File: config.mk
export PLATFORM = sky130hd
export DESIGN_NAME = reset_sequencer
export DESIGN_NICKNAME = d
export VERILOG_FILES = /design/src/rtl/reset_sequencer.sv
export SDC_FILE = /design/constraint.sdc
export NUM_CORES = 1
export LEC_CHECK = 0
export CORE_MARGIN = 8
export CORE_UTILIZATION = 53
export DETAILED_ROUTE_END_ITERATION = 8
export HOLD_SLACK_MARGIN = 0.15
export PLACE_DENSITY = 0.75
export SETUP_SLACK_MARGIN = 0.3
export SLEW_MARGIN = 20
export SYNTH_ARGS = -nofsm -noshare
export SYNTH_HDL_FRONTEND = slang
export SYNTH_SLANG_ARGS = --single-unit
export TNS_END_PERCENT = 50
File: constraint.sdc
create_clock -name CLK -period 1.9 [get_ports CLK]
set_input_delay 0.38 -clock CLK [delete_from_list [all_inputs] [get_ports CLK]]
set_output_delay 0.38 -clock CLK [all_outputs]
set_load 0.005 [all_outputs]
File: src/rtl/reset_sequencer.sv
// Staged reset release: hold all domain resets, then release stage 0..N-1 in order.
// Optional macro RESET_SEQ_STAGE_ACK_EN gates each release on the previous stage's ack or a timeout.
module reset_sequencer #(
    parameter int NUM_STAGES  = 4,
    parameter int HOLD_CYCLES = 4,
    parameter int STAGE_DELAY = 2,
    parameter int ACK_TIMEOUT = 16,
    parameter int CNT_W       = 8
) (
    input  logic                  CLK,
    input  logic                  RST,
    input  logic                  SW_REQ,
`ifdef RESET_SEQ_STAGE_ACK_EN
    input  logic [NUM_STAGES-1:0] STAGE_ACK,
    output logic                  ACK_ERR,
`endif
    output logic [NUM_STAGES-1:0] OUT_RST,
    output logic                  SEQ_DONE,
    output logic [1:0]            state_dbg
);

    localparam int IDX_W = (NUM_STAGES > 1) ? $clog2(NUM_STAGES) : 1;
    localparam logic [IDX_W-1:0] LAST_IDX   = IDX_W'(NUM_STAGES - 1);
    localparam logic [CNT_W-1:0] HOLD_LAST  = CNT_W'(HOLD_CYCLES - 1);
    localparam logic [CNT_W-1:0] DELAY_LAST = CNT_W'(STAGE_DELAY - 1);

    typedef enum logic [1:0] {
        S_HOLD     = 2'd0,
        S_RELEASE  = 2'd1,
        S_DONE     = 2'd2
`ifdef RESET_SEQ_STAGE_ACK_EN
        , S_WAIT_ACK = 2'd3
`endif
    } state_t;

    state_t                  state_q, state_d;
    logic [CNT_W-1:0]        cnt_q, cnt_d;
    logic [IDX_W-1:0]        idx_q, idx_d;
    logic [NUM_STAGES-1:0]   out_rst_q, out_rst_d;
    logic                    seq_done_q, seq_done_d;
`ifdef RESET_SEQ_STAGE_ACK_EN
    localparam logic [CNT_W-1:0] TMO_LAST = CNT_W'(ACK_TIMEOUT - 1);
    logic                    ack_err_q, ack_err_d;
    logic                    ack_sel;
    logic                    ack_ok;
    logic [IDX_W-1:0]        idx_nxt;
`endif

    // Index-safe bit clear: idx may address past the vector for non power-of-two stage counts.
    function automatic logic [NUM_STAGES-1:0] clr_bit(input logic [NUM_STAGES-1:0] v,
                                                      input logic [IDX_W-1:0] k);
        logic [NUM_STAGES-1:0] r;
        r = v;
        for (int i = 0; i < NUM_STAGES; i++) begin
            if (IDX_W'(i) == k) r[i] = 1'b0;
        end
        return r;
    endfunction

    always_ff @(posedge CLK) begin
        if (RST) begin
            state_q    <= S_HOLD;
            cnt_q      <= '0;
            idx_q      <= '0;
            out_rst_q  <= '1;
            seq_done_q <= 1'b0;
`ifdef RESET_SEQ_STAGE_ACK_EN
            ack_err_q  <= 1'b0;
`endif
        end else begin
            state_q    <= state_d;
            cnt_q      <= cnt_d;
            idx_q      <= idx_d;
            out_rst_q  <= out_rst_d;
            seq_done_q <= seq_done_d;
`ifdef RESET_SEQ_STAGE_ACK_EN
            ack_err_q  <= ack_err_d;
`endif
        end
    end

    always_comb begin
        state_d    = state_q;
        cnt_d      = cnt_q;
        idx_d      = idx_q;
        out_rst_d  = out_rst_q;
        seq_done_d = seq_done_q;
`ifdef RESET_SEQ_STAGE_ACK_EN
        ack_err_d  = ack_err_q;
        ack_sel    = 1'b0;
        for (int i = 0; i < NUM_STAGES; i++) begin
            if (IDX_W'(i) == idx_q) ack_sel = STAGE_ACK[i];
        end
        ack_ok  = (cnt_q >= DELAY_LAST) && ack_sel;
        idx_nxt = idx_q + 1'b1;
`endif
        // A software request restarts the sequence from any state and beats a pending release.
        if (SW_REQ) begin
            state_d    = S_HOLD;
            cnt_d      = '0;
            idx_d      = '0;
            out_rst_d  = '1;
            seq_done_d = 1'b0;
`ifdef RESET_SEQ_STAGE_ACK_EN
            ack_err_d  = 1'b0;
`endif
        end else begin
            unique case (state_q)
                S_HOLD: begin
                    if (cnt_q == HOLD_LAST) begin
                        out_rst_d = clr_bit(out_rst_q, '0);
                        cnt_d     = '0;
`ifdef RESET_SEQ_STAGE_ACK_EN
                        idx_d     = '0;
                        state_d   = S_WAIT_ACK;
`else
                        idx_d     = IDX_W'(1);
                        if (NUM_STAGES > 1) begin
                            state_d = S_RELEASE;
                        end else begin
                            state_d    = S_DONE;
                            seq_done_d = 1'b1;
                        end
`endif
                    end else begin
                        cnt_d = cnt_q + 1'b1;
                    end
                end
                S_RELEASE: begin
                    if (cnt_q == DELAY_LAST) begin
                        out_rst_d = clr_bit(out_rst_q, idx_q);
                        cnt_d     = '0;
                        if (idx_q == LAST_IDX) begin
                            state_d    = S_DONE;
                            seq_done_d = 1'b1;
                        end else begin
                            idx_d = idx_q + 1'b1;
                        end
                    end else begin
                        cnt_d = cnt_q + 1'b1;
                    end
                end
`ifdef RESET_SEQ_STAGE_ACK_EN
                // idx is the stage just released; the next one goes once it acks or times out.
                S_WAIT_ACK: begin
                    if (ack_ok || cnt_q == TMO_LAST) begin
                        if (!ack_ok) ack_err_d = 1'b1;
                        cnt_d = '0;
                        if (idx_q == LAST_IDX) begin
                            state_d    = S_DONE;
                            seq_done_d = 1'b1;
                        end else begin
                            idx_d     = idx_nxt;
                            out_rst_d = clr_bit(out_rst_q, idx_nxt);
                        end
                    end else begin
                        cnt_d = cnt_q + 1'b1;
                    end
                end
`endif
                S_DONE: begin
                    out_rst_d  = '0;
                    seq_done_d = 1'b1;
                end
                default: begin
                    state_d = S_HOLD;
                end
            endcase
        end
    end

    always_comb begin
        OUT_RST   = out_rst_q;
        SEQ_DONE  = seq_done_q;
        state_dbg = state_q;
`ifdef RESET_SEQ_STAGE_ACK_EN
        ACK_ERR   = ack_err_q;
`endif
    end

endmodule
# --- Yosys cells after proc, flatten, opt, wreduce, memory -nomap -nowiden ---
# Index checks and enable logic that the tools add are counted.
classes:
  addsub: 2
  n_eq_ne: 16
  n_mux: 20
  n_bitwise: 2
  reduce_logical: 13
op_table:
  columns: ["cell", "n"]
  rows:
  - ["AND reduction 4 bit", 6]
  - ["two-way mux 8 bit", 2]
  - ["inequality test 2 bit (second input constant)", 8]
  - ["case mux 8 bit (2 select lines)", 1]
  - ["case mux 4 bit (3 select lines)", 1]
  - ["two-way mux 2 bit", 5]
  - ["adder 8 x 1 -> 8 bit (second input constant)", 1]
  - ["equality test 8 x 1 -> 1 bit (second input constant)", 1]
  - ["equality test 8 x 2 -> 1 bit (second input constant)", 1]
  - ["two-way mux 1 bit", 7]
  - ["case mux 2 bit (3 select lines)", 1]
  - ["equality test 2 bit (first input constant)", 2]
  - ["equality test 2 bit (second input constant)", 2]
  - ["zero test 2 bit", 2]
  - ["two-way mux 4 bit", 1]
  - ["case mux 2 bit (2 select lines)", 1]
  - ["nonzero test 2 bit", 2]
  - ["AND reduction 3 bit", 1]
  - ["nonzero test 3 bit", 1]
  - ["adder 2 x 1 -> 2 bit (second input constant)", 1]
  - ["equality test 1 x 2 -> 1 bit (first input constant)", 1]
  - ["equality test 2 x 1 -> 1 bit (second input constant)", 1]
  - ["NOT 1 bit", 2]
  - ["case mux 1 bit (2 select lines)", 1]
  - ["OR reduction 2 bit", 1]
word_totals:
  ff_bits: 17
  output_inout_bits: 7
  wordCells: 61

# --- Depth between registers and ports, before layout ---
depth:
  ltp_word: 4
  mapped_depth: 8

# --- Worst setup path after synthesis ---
# No wires, ideal clock.
synth_path:
  path_type: "register to register"
  from: "reg state_q[0], in the netlist state_dbg[0]"
  to: "reg cnt_q[3]"
  arrival_time_ns: 1.480
  t_required_ns: 1.784
  slack_ns: 0.304
  path_stages_with_launch: 9
  path_buffers: 2
  synth_period_minus_slack_ns: 1.596
  cell_sequence: "dfxtp_1 > inv_1 > ha_1 > buf_2 > or2_2 > clkbuf_1 > nand4_1 > xor2_1 > nor2_1"
synth_between:
  elab_chain_len: 2
synth_rtl:
  columns: ["item", "line", "source"]
  rows:
  - ["start: declaration", "36", "state_t state_q, state_d;"]
  - ["start signal: assignment", "71", "state_q <= state_d;"]
  - ["equality test 2 x 1 -> 1 bit / zero test 2 bit (equally long branches)", "108", "unique case (state_q)"]
  - ["case mux 8 bit (2 select lines) / nonzero test 2 bit (equally long branches)", null, null]
  - ["end signal: assignment", "72", "cnt_q <= cnt_d;"]
  - ["end: declaration", "37", "logic [CNT_W-1:0] cnt_q, cnt_d;"]
# Several ways; a longest one is shown, not always the timed one.
# A chain may end at the register's enable or synchronous reset.

# --- Worst setup path after layout ---
layout_path:
  from: "reg state_q[0], in the netlist state_dbg[0]"
  to: "out state_dbg[0]"
layout_lines:
  columns: ["item", "line", "source"]
  rows:
  - ["end: declaration", "19", "output logic [1:0] state_dbg"]
# No word-level cell between the ends.

==> metrics.md <==
| Metric | Value |
|---|---|
| Synth Area in Adders | `13.2%` |
| 1st-pass router iterations | `4` |
| Most frequent cell after synthesis | `dfxtp_1` |
| Synthesized net count | `119` |
| Layout area overhead | `21.6%` |
| Clk Latency, worst-skew pair | `0.30 ns` |
| Netlist Area Pre-Place | `951 um2` |
| Post-Syn Instances | `106` |
| Number of global-route vias before repair | `701` |
| Crit path max fanout | `5` |
| Worst path slowest cell | `clkdlybuf4s50_1` |
| WS Path Type | `reg2out` |
| Worst setup margin | `0.293 ns` |
| Die ar. | `0.00341 mm2` |
| CP max stage delay | `0.52 ns` |
| H-tree levels | `1` |
| Power Dens Cells | `537 mW/mm2` |
| CP cell instances | `clkdlybuf4s50_1` |
| Max-slew violation count | `0` |
| Synth Area in XOR/XNOR | `6.45%` |
| Top FF cell, synth | `dfxtp_1` |
| Main combinational cell family by area after synthesis | `compound AO/OA/AOI/OAI gates` |
| Antenna violations before repair | `0` |
| Fin crit period | `1.61 ns` |
| Ys async rst share | `0%` |
| Initial DRC count | `17` |
| Slew HR | `68.5%` |
| Vias/cell | `5.36` |
| IO buf count | `9` |
| Synth Area in Compound Gates | `19.7%` |
| Pin count of the biggest net entering global routing | `11` |
| First-pass GRT wire length | `3.09 mm` |
| Cell Rows | `15` |
| Die Width | `58.4 um` |
| Period utilisation layout | `84.6%` |
| Clock buffer depth | `2` |
| Cell family with most CP delay | `buffers and inverters` |
| Yosys reg bits | `17` |
| Worst Hold Depth | `2` |
| Gr ovfl total | `0` |
| WP data required | `1.52 ns` |
| Die Y | `58.4 um` |
| Critical path data arrival time | `1.23 ns` |
| Clock root cell | `clkbuf_4` |
| Worst r2r src | `cnt_q[5]` |
| Clk slew on worst S/H paths | `0.10 ns` |
| Total power | `621 uW` |
| Final Hold Fails | `0` |
| Yosys warning total | `0` |
| Final Non-Filler Cells | `145` |
| Critical Path End Type | `output pin` |
| Core ar. | `0.00171 mm2` |
| EDFF count, synth | `0` |
| Max Cap Viol | `0` |
| Worst clock skew | `0.00973 ns` |
| Area share of and/or/nand/nor cells after synthesis | `19.1%` |
| Post-synthesis mux area share | `1.18%` |
| CTS tree | `built` |
| Cts hold-fix bufs | `0` |
| Worst hold path startpoint | `OUT_RST[0]` |
| WL/cell | `13.4 um` |
| Critical path depth in cells | `1` |
| Leakage power | `0.000427 uW` |
| Clk sinks | `17` |
| R2R setup slack | `0.35 ns` |
| Netlist cell types | `33` |
| WL final | `1.94 mm` |
| Place WS | `0.198 ns` |
| # DRC | `0` |
| Dpl hpwl | `1.34 mm` |
| Nets@finish | `134` |
| Worst Hold Class | `reg2reg` |
| Dominant cell type by area after synthesis | `dfxtp_1` |
| Inst Count DP | `138` |
| CTS Buf Count | `3` |
| Status | `finished, final reports clean` |
| Top cells by count, synth | `dfxtp_1 (17), nor2_1 (15), ha_1 (10), inv_1 (8), nand2_1 (7)` |
| Peak VDD IR | `0.392 mV` |
| Top post-synthesis cells by area | `dfxtp_1 (36%), ha_1 (13%), nor2_1 (5.9%)` |
| WHS Endpoint | `OUT_RST[0]` |
| Register area share after synthesis | `35.8%` |
| Final ANT Viol Nets | `0` |
| Setup-failing EPs final | `0` |
| TNS Setup | `0 ns` |
| R2R depth | `5` |
| Vias | `777` |
| Share of the synthesized area in the top cell type | `35.8%` |
| Initial core utilization | `55.7%` |
| RSZ-0062 raised after global routing | `true` |
| WP buf/inv | `1` |
| Layout cells sized above 1 | `17.5%` |
| Critical Path Start | `state_dbg[0]` |
| Critical Path Source Type | `flip-flop` |
| Worst Tran Pin Value | `0.471 ns` |
| Placer Congestion | `0.779` |
| Syn Area/Cell | `8.97 um2` |
| Ant. Diodes | `0` |
| Number of I/O pins | `10` |
| RR Endpoint | `OUT_RST[0]` |
| Max Freq | `622 MHz` |
| Total global-route track usage | `11.5%` |
[where the power goes]
group | internal, uW | switching (uW)
logic | 27.5 | 29.3
registers | 361 | 5.63
clock network | 81.8 | 116
[area by class of cell]
cell class / instances / area (um2)
clock buffers: 4 / 26.3
fillers: 130 / 552
inverters: 8 / 30.0
multi-input cells: 78 / 608
flip-flops and latches: 17 / 343
well taps: 25 / 31.3
repair buffers: 13 / 118
[routing by layer]
| metal | vias to the layer above | global-route usage, % | part of all wire [%] |
|---|---|---|---|
| met5 | - | 0 | 0 |
| met4 | 0 | 6.29 | 1.9 |
| met3 | 5 | 2.17 | 3.4 |
| met2 | 16 | 17.6 | 47 |
| met1 | 357 | 14.8 | 48 |
| li1 | 399 | - | - |
[state kept, by name (all words and copies together) (netlist names)]
name and count:
OUT_RST 4, SEQ_DONE 1, cnt_q 8, idx_q 2
state_dbg 2
[logic make-up (layout without fill, tap and decap cells)]
| family | after synthesis | after routing |
|---|---|---|
| simple gates | 36 | 36 |
| compound gates | 24 | 24 |
| flops | 17 | 17 |
| buf+inv | 11 | 25 |
| fa+ha+maj | 10 | 10 |
| xor+xnor | 7 | 7 |
| mux | 1 | 1 |
[what timing repair did]
item | 4_1_cts | 5_1_grt
cloned | 0 | 0
buffers inserted | 0 | 3
resized for setup | 3 | 6
pin swaps | 0 | 1
setup endpoints to repair | 10 | 9
[per-stage QoR]
stage               hold WS (ns)  utilization, %  instance area [um2]
floorplan                  0.442               -                  951
global route               0.474            67.7                 1160
finish                     0.455            67.7                 1160
detailed placement         0.441            62.4                 1070
global placement           0.440            62.4                 1070
CTS                        0.459            64.4                 1100
[worst max-delay path by stage]
stage / endpoint / slack, ns
4_1_cts: state_dbg[1] / 0.26
6_report: state_dbg[0] / 0.29
5_1_grt: state_dbg[0] / 0.25
3_3_place_gp: cnt_q[1] / 0.24
3_5_place_dp: cnt_q[1] / 0.20
2_1_floorplan: cnt_q[3] / 0.30
[cell usage in the layout, fill, tap and decap left out, drive strengths merged]
master          n
a21oi           4
or2             2
buf             3
nor2b           2
a211oi          1
o21ai           1
nor4            1
a311oi          1
nor3            2
xor2            3
nand4           1
a21o            1
nand2           7
nor2           15
and3            1
xnor2           4
o31ai           3
o2111ai         1
clkdlybuf4s50   9
mux2            1
o211ai          1
a31o            1
dfxtp          17
o41ai           1
nand2b          3
o21a            2
clkbuf          5
o2111a          1
inv             8
o31a            2
nand3           2
ha             10
a31oi           4
Power figures use the tool's default switching activity.
